$ cat src/rtl/frame_update_scheduler_if.sv
// Update handshake bundle between the frame scheduler (master) and its clients (slave).
// upd_req is one-hot while a sequence runs; each client answers on its own upd_ack bit.
interface frame_update_scheduler_if #(
   parameter int N_CLIENTS = 4
);
   logic [N_CLIENTS-1:0] upd_req;
   logic [N_CLIENTS-1:0] upd_ack;

   modport master (output upd_req, input upd_ack);
   modport slave  (input upd_req, output upd_ack);
endinterface

$ cat src/rtl/frame_update_scheduler.sv
// Launches per-frame update sequences at vertical-blanking start and walks a one-hot request across the clients.
// Optional FRAME_SCHED_TIMEOUT_EN: an ack is assumed after TIMEOUT cycles of waiting and timeout_err is set.
module frame_update_scheduler #(
   parameter int N_CLIENTS = 4,
   parameter int V_ACTIVE  = 480,
   parameter int FRAME_DIV = 1,
   parameter int TIMEOUT   = 1023
) (
   input  logic                            clk,
   input  logic                            clr,
   input  logic [9:0]                      y,
   input  logic                            pause,
   frame_update_scheduler_if.master        upd,
   output logic                            busy,
   output logic [15:0]                     frame_cnt,
   output logic                            overrun,
   output logic                            timeout_err
);
   typedef enum logic {IDLE, REQ} state_t;

   state_t               state_reg, state_next;
   logic [N_CLIENTS-1:0] req_reg, req_next, ack_hit;
   logic [7:0]           div_reg, div_next;
   logic [15:0]          frame_reg, frame_next;
   logic                 in_vb, in_vb_q_reg, vb_start, act_start;
   logic                 overrun_reg, advance, timeout_hit;

   assign in_vb     = (y >= 10'(V_ACTIVE));
   assign vb_start  = in_vb & ~in_vb_q_reg;
   assign act_start = ~in_vb & in_vb_q_reg;

   // Only the ack of the currently requested client counts.
   genvar gi;
   for (gi = 0; gi < N_CLIENTS; gi++) begin : g_hit
      assign ack_hit[gi] = req_reg[gi] & upd.upd_ack[gi];
   end

   assign advance = (state_reg == REQ) && ((|ack_hit) || timeout_hit);

   always_comb begin
      state_next = state_reg;
      req_next   = req_reg;
      div_next   = div_reg;
      frame_next = frame_reg;
      case (state_reg)
         IDLE: begin
            if (vb_start && !pause) begin
               if (div_reg == 8'(FRAME_DIV - 1)) begin
                  div_next   = '0;
                  state_next = REQ;
                  req_next   = N_CLIENTS'(1);
                  frame_next = frame_reg + 16'd1;
               end else begin
                  div_next = div_reg + 8'd1;
               end
            end
         end
         REQ: begin
            if (advance) begin
               if (req_reg[N_CLIENTS-1]) begin
                  state_next = IDLE;
                  req_next   = '0;
               end else begin
                  req_next = req_reg << 1;
               end
            end
         end
         default: begin
            state_next = IDLE;
            req_next   = '0;
         end
      endcase
   end

   // in_vb_q resets high so leaving reset inside blanking is not a blanking start.
   always_ff @(posedge clk) begin
      if (clr) begin
         state_reg   <= IDLE;
         req_reg     <= '0;
         div_reg     <= '0;
         frame_reg   <= '0;
         in_vb_q_reg <= 1'b1;
         overrun_reg <= 1'b0;
      end else begin
         state_reg   <= state_next;
         req_reg     <= req_next;
         div_reg     <= div_next;
         frame_reg   <= frame_next;
         in_vb_q_reg <= in_vb;
         if (act_start && (state_reg == REQ)) begin
            overrun_reg <= 1'b1;
         end
      end
   end

`ifdef FRAME_SCHED_TIMEOUT_EN
   localparam int TW = $clog2(TIMEOUT + 1);

   logic [TW-1:0] wait_reg;
   logic          terr_reg;

   assign timeout_hit = (state_reg == REQ) && (wait_reg == TW'(TIMEOUT - 1)) && !(|ack_hit);

   // Counter restarts whenever a new client is requested.
   always_ff @(posedge clk) begin
      if (clr) begin
         wait_reg <= '0;
         terr_reg <= 1'b0;
      end else begin
         if ((state_reg != REQ) || advance) begin
            wait_reg <= '0;
         end else begin
            wait_reg <= wait_reg + 1'b1;
         end
         if (timeout_hit) begin
            terr_reg <= 1'b1;
         end
      end
   end

   assign timeout_err = terr_reg;
`else
   assign timeout_hit = 1'b0;
   assign timeout_err = 1'b0;
`endif

   assign upd.upd_req = req_reg;
   assign busy        = (state_reg == REQ);
   assign frame_cnt   = frame_reg;
   assign overrun     = overrun_reg;
endmodule

$ cat src/flat_wrapper.sv
// flat-port wrapper written by rule: the top's interface ports become plain ports
module frame_update_scheduler_flat 
#(
   parameter int N_CLIENTS = 4,
   parameter int V_ACTIVE  = 480,
   parameter int FRAME_DIV = 1,
   parameter int TIMEOUT   = 1023
)
  (clk, clr, y, pause, busy, frame_cnt, overrun, timeout_err, upd_upd_req, upd_upd_ack);
  frame_update_scheduler_if #(.N_CLIENTS(N_CLIENTS)) upd_i ();
  input  logic clk;
  input  logic clr;
  input  logic [9:0] y;
  input  logic pause;
  output logic busy;
  output logic [15:0] frame_cnt;
  output logic overrun;
  output logic timeout_err;
  output wire logic [$bits(upd_i.upd_req)-1:0] upd_upd_req;
  input wire logic [$bits(upd_i.upd_ack)-1:0] upd_upd_ack;
  assign upd_upd_req = upd_i.upd_req;
  assign upd_i.upd_ack = upd_upd_ack;
  frame_update_scheduler #(.N_CLIENTS(N_CLIENTS), .V_ACTIVE(V_ACTIVE), .FRAME_DIV(FRAME_DIV), .TIMEOUT(TIMEOUT)) u_core (.clk(clk), .clr(clr), .y(y), .pause(pause), .upd(upd_i), .busy(busy), .frame_cnt(frame_cnt), .overrun(overrun), .timeout_err(timeout_err));
endmodule
$ cat config.mk
export PLATFORM = sky130hd
export DESIGN_NAME = frame_update_scheduler_flat
export DESIGN_NICKNAME = d
export VERILOG_FILES = /design/src/rtl/frame_update_scheduler_if.sv /design/src/rtl/frame_update_scheduler.sv /design/src/flat_wrapper.sv
export SDC_FILE = /design/constraint.sdc
export NUM_CORES = 1
export LEC_CHECK = 0
export CAP_MARGIN = 25
export CELL_PAD_IN_SITES_DETAIL_PLACEMENT = 1
export CELL_PAD_IN_SITES_GLOBAL_PLACEMENT = 2
export CORE_UTILIZATION = 32
export CTS_BUF_LIST = sky130_fd_sc_hd__clkbuf_4 sky130_fd_sc_hd__clkbuf_8
export CTS_CLUSTER_DIAMETER = 60
export DETAILED_ROUTE_END_ITERATION = 12
export PLACE_DENSITY = 0.84
export SLEW_MARGIN = 20
export SYNTH_ARGS = -nofsm -noshare
export SYNTH_HDL_FRONTEND = slang
export SYNTH_SLANG_ARGS = --single-unit
export TNS_END_PERCENT = 1
$ cat constraint.sdc
create_clock -name clk -period 4.5 [get_ports clk]
set_input_delay 0.45 -clock clk [delete_from_list [all_inputs] [get_ports clk]]
set_output_delay 0.45 -clock clk [all_outputs]
set_load 0.005 [all_outputs]
==> metrics.txt <==
peak supply drop ~0.00022 V; area used by multi-input combinational logic 893 sq um; CTS tree built; Static Leakage 0.667 nW; proportion of layout cells with a drive suffix above 1 6.73%; Placed Instances 268; Cell Area, Synth 1570 sq um; Final Worst Setup Slack 2.14 ns; crit path launch y[5]; share of the synthesized area in the top cell type 39.6%; # port buffers 33; drt wl/cell 14.6 um; fin. max-slew vios 0; outcome finished, final reports clean; Clock Tree Root sky130_fd_sc_hd__clkbuf_8; required time worst endpoint roughly 4.7 ns; gpl congestion around 0.75; initial core utilization between 30% and 40%; post-cts gate resize count 0; crit path max fanout 19; mean instance size in the synthesized netlist 8.95 sq um; number of flops mapped to enable cells by yosys 0; Total Power Consumption 0.535 mW; nature of the critical path endpoint register; DP HPWL 2970 um; Yosys warnings 0; Placeable Area 4720 sq um; startpoint-to-endpoint class of the critical path in -> reg; ranking of synthesized cells by area sky130_fd_sc_hd__dfxtp_1, sky130_fd_sc_hd__a21oi_1, sky130_fd_sc_hd__nand3_1; most instantiated flip-flop cell in the synthesis netlist sky130_fd_sc_hd__dfxtp_1; Final Critical Period roughly 2.4 ns; register area 621 sq um; clock-pin transition on the worst setup and hold timing paths 0.07 ns; die area 5180 sq um; width of the die 72.0 um; origin of the worst min-delay path u_core.overrun; Cell Count, Final, Fillers Out 275; Yosys top cell by area sky130_fd_sc_hd__dfxtp_1; vertical extent of the die 72.0 um; postcts setup bufs 0; diode insertion count for antenna repair 0; asr flop ratio synth 0%; number of register bits inferred by synthesis 31; detailed-routing iteration count for the pre-antenna-repair pass 4; sequential fraction of the synthesis area 39.6%; flip-flop count of the largest register after layout 16; final-report hold violation count 0; syn_nets between 150 and 200; Setup Skew 0.00915 ns; number of sinks on the clock net 31; number of nets in the layout between 200 and 250; max frequency 424 MHz; RSZ-0062 raised after global routing false; post-synth cell types 41; insertion delay to the later sink of the worst-skew pair 0.28 ns; Initial DRC Count 64; filler instances 545; number of cell rows 25; setup slack at placement between 1.5 and 2 ns; worst reg2reg path startpoint u_core.div_reg[0]; number of antenna violations at the first check in global routing 0; Max Cap Viol 0; number of instances in the synthesized netlist 175; slowest cell on the critical path sky130_fd_sc_hd__or4_1; actual slew at the worst max-slew pin 0.985 ns; number of design rule violations left after detail routing 0; number of global-route vias before repair 1,444; count leader, synth sky130_fd_sc_hd__dfxtp_1; type of the most critical hold path reg -> reg; slew margin rel. 34.1%; buffer levels on the longest clock path 2; number of setup violations in the final report 0; number of H-tree levels 2; setup_tns 0 ns; gr usage total 17.1%; Area Growth Syn to Fin 30.1%; number of antenna-violating nets in the routed design 0; grt ovf 0; arrival time reported for the critical path endpoint roughly 2.6 ns; Via density 5.32; TritonCTS Buffers 5; hold-fix buffers at CTS 0; maximum number of pins on one net before global-route repair 29; Routed Wire Length 4010 um; final critical-path share of the clock period 52.5%; crit start category input pin; top cell types by occurrence after synthesis sky130_fd_sc_hd__dfxtp_1, sky130_fd_sc_hd__a21oi_1, sky130_fd_sc_hd__nand2_1; pwr dens 262 nW/um^2; first-pass GRT wire length 6910 um; overall via count from detail_route 1,464; critical path cell sequence clkdlybuf4s50_1 -> a41o_1 -> nand4_2 -> or4_1 -> a21oi_1; delay of the slowest cell on the worst path 0.63 ns; num ports 40
## layer usage
metal	vias up	share of wire (%)	track usage, %
li1	714	-	-
met1	729	45	20.7
met2	17	52	29.8
met3	4	2.1	5.00
met4	0	1.0	4.58
met5	-	0	0
## report_power, final
| group | internal (mW) | total, mW | switching, mW | leakage (nW) |
|---|---|---|---|---|
| combinational | 0.0173 | 0.0345 | 0.0173 | 0.370 |
| sequential | 0.277 | 0.279 | 0.00270 | 0.250 |
| clock | 0.120 | 0.221 | 0.101 | 0.0470 |
## stage by stage
| stage | utilization (%) | cell area, sq um | hold slack, ns |
|---|---|---|---|
| floorplan | - | 1570 | 0.461 |
| global placement | 41.3 | 1950 | 0.459 |
| detailed placement | 41.3 | 1950 | 0.472 |
| CTS | 43.2 | 2040 | 0.483 |
| global route | 43.2 | 2040 | 0.528 |
| finish | 43.2 | 2040 | 0.480 |
## kinds of logic (layout without fill, tap and decap cells)
kind of cell    Yosys count  after routing  share of synthesized area [%]
compound gates           37             37                           14.8
flops                    31             31                           39.6
fa+ha+maj                 3              3                           2.40
mux                       7              7                           4.71
other cells               1              1                          0.239
xor+xnor                  6              6                           3.36
buf+inv                  13             46                           3.35
simple gates             77             77                           31.5
## worst max-delay path: cells and delay by family
kind | cells | cell delay [ns]
AOI/OAI and AO/OA | 2 | 0.54
and+or+nand+nor | 2 | 1.06
buffers and inverters | 1 | 0.49
## placed cells by master (no fill, tap or decap), types with 2 or more instances in the layout
| cell | n |
|---|---|
| sky130_fd_sc_hd__or4_1 | 4 |
| sky130_fd_sc_hd__nand2b_1 | 4 |
| sky130_fd_sc_hd__o41ai_1 | 3 |
| sky130_fd_sc_hd__nand4b_1 | 3 |
| sky130_fd_sc_hd__or3_1 | 6 |
| sky130_fd_sc_hd__and2_1 | 2 |
| sky130_fd_sc_hd__o21ai_0 | 7 |
| sky130_fd_sc_hd__ha_1 | 3 |
| sky130_fd_sc_hd__mux2_1 | 3 |
| sky130_fd_sc_hd__and3_1 | 2 |
| sky130_fd_sc_hd__a21oi_1 | 16 |
| sky130_fd_sc_hd__a22o_1 | 2 |
| sky130_fd_sc_hd__nor2b_1 | 3 |
| sky130_fd_sc_hd__xnor2_1 | 3 |
| sky130_fd_sc_hd__nor2_1 | 11 |
| sky130_fd_sc_hd__inv_1 | 6 |
| sky130_fd_sc_hd__nor3_1 | 2 |
| sky130_fd_sc_hd__nand3_1 | 11 |
| sky130_fd_sc_hd__mux2i_1 | 4 |
| sky130_fd_sc_hd__dfxtp_1 | 31 |
| sky130_fd_sc_hd__o31ai_1 | 5 |
| sky130_fd_sc_hd__nand4_1 | 6 |
| sky130_fd_sc_hd__clkbuf_8 | 6 |
| sky130_fd_sc_hd__a41o_1 | 2 |
| sky130_fd_sc_hd__nand2_1 | 12 |
| sky130_fd_sc_hd__and4_1 | 2 |
| sky130_fd_sc_hd__clkdlybuf4s50_1 | 33 |
| sky130_fd_sc_hd__xor2_1 | 3 |
## final timing paths
path | end | slack, ns | depth (start not counted)
max | u_core.frame_cnt[6] | 2.14 | 5
min | u_core.overrun | 0.48 | 2
max reg2reg | u_core.frame_cnt[6] | 2.33 | 6
min reg2reg | u_core.overrun | 0.48 | 2
## area by class of cell
class | instances | share of cell area [%]
Inverter | 6 | 1.10
Timing Repair Buffer | 33 | 16.2
Sequential cell | 31 | 30.4
Clock inverter | 1 | 0.246
Tap cell | 67 | 4.11
Clock buffer | 6 | 4.05
Multi-Input combinational cell | 131 | 43.8
No activity file was read; power rests on OpenSTA's default activity.
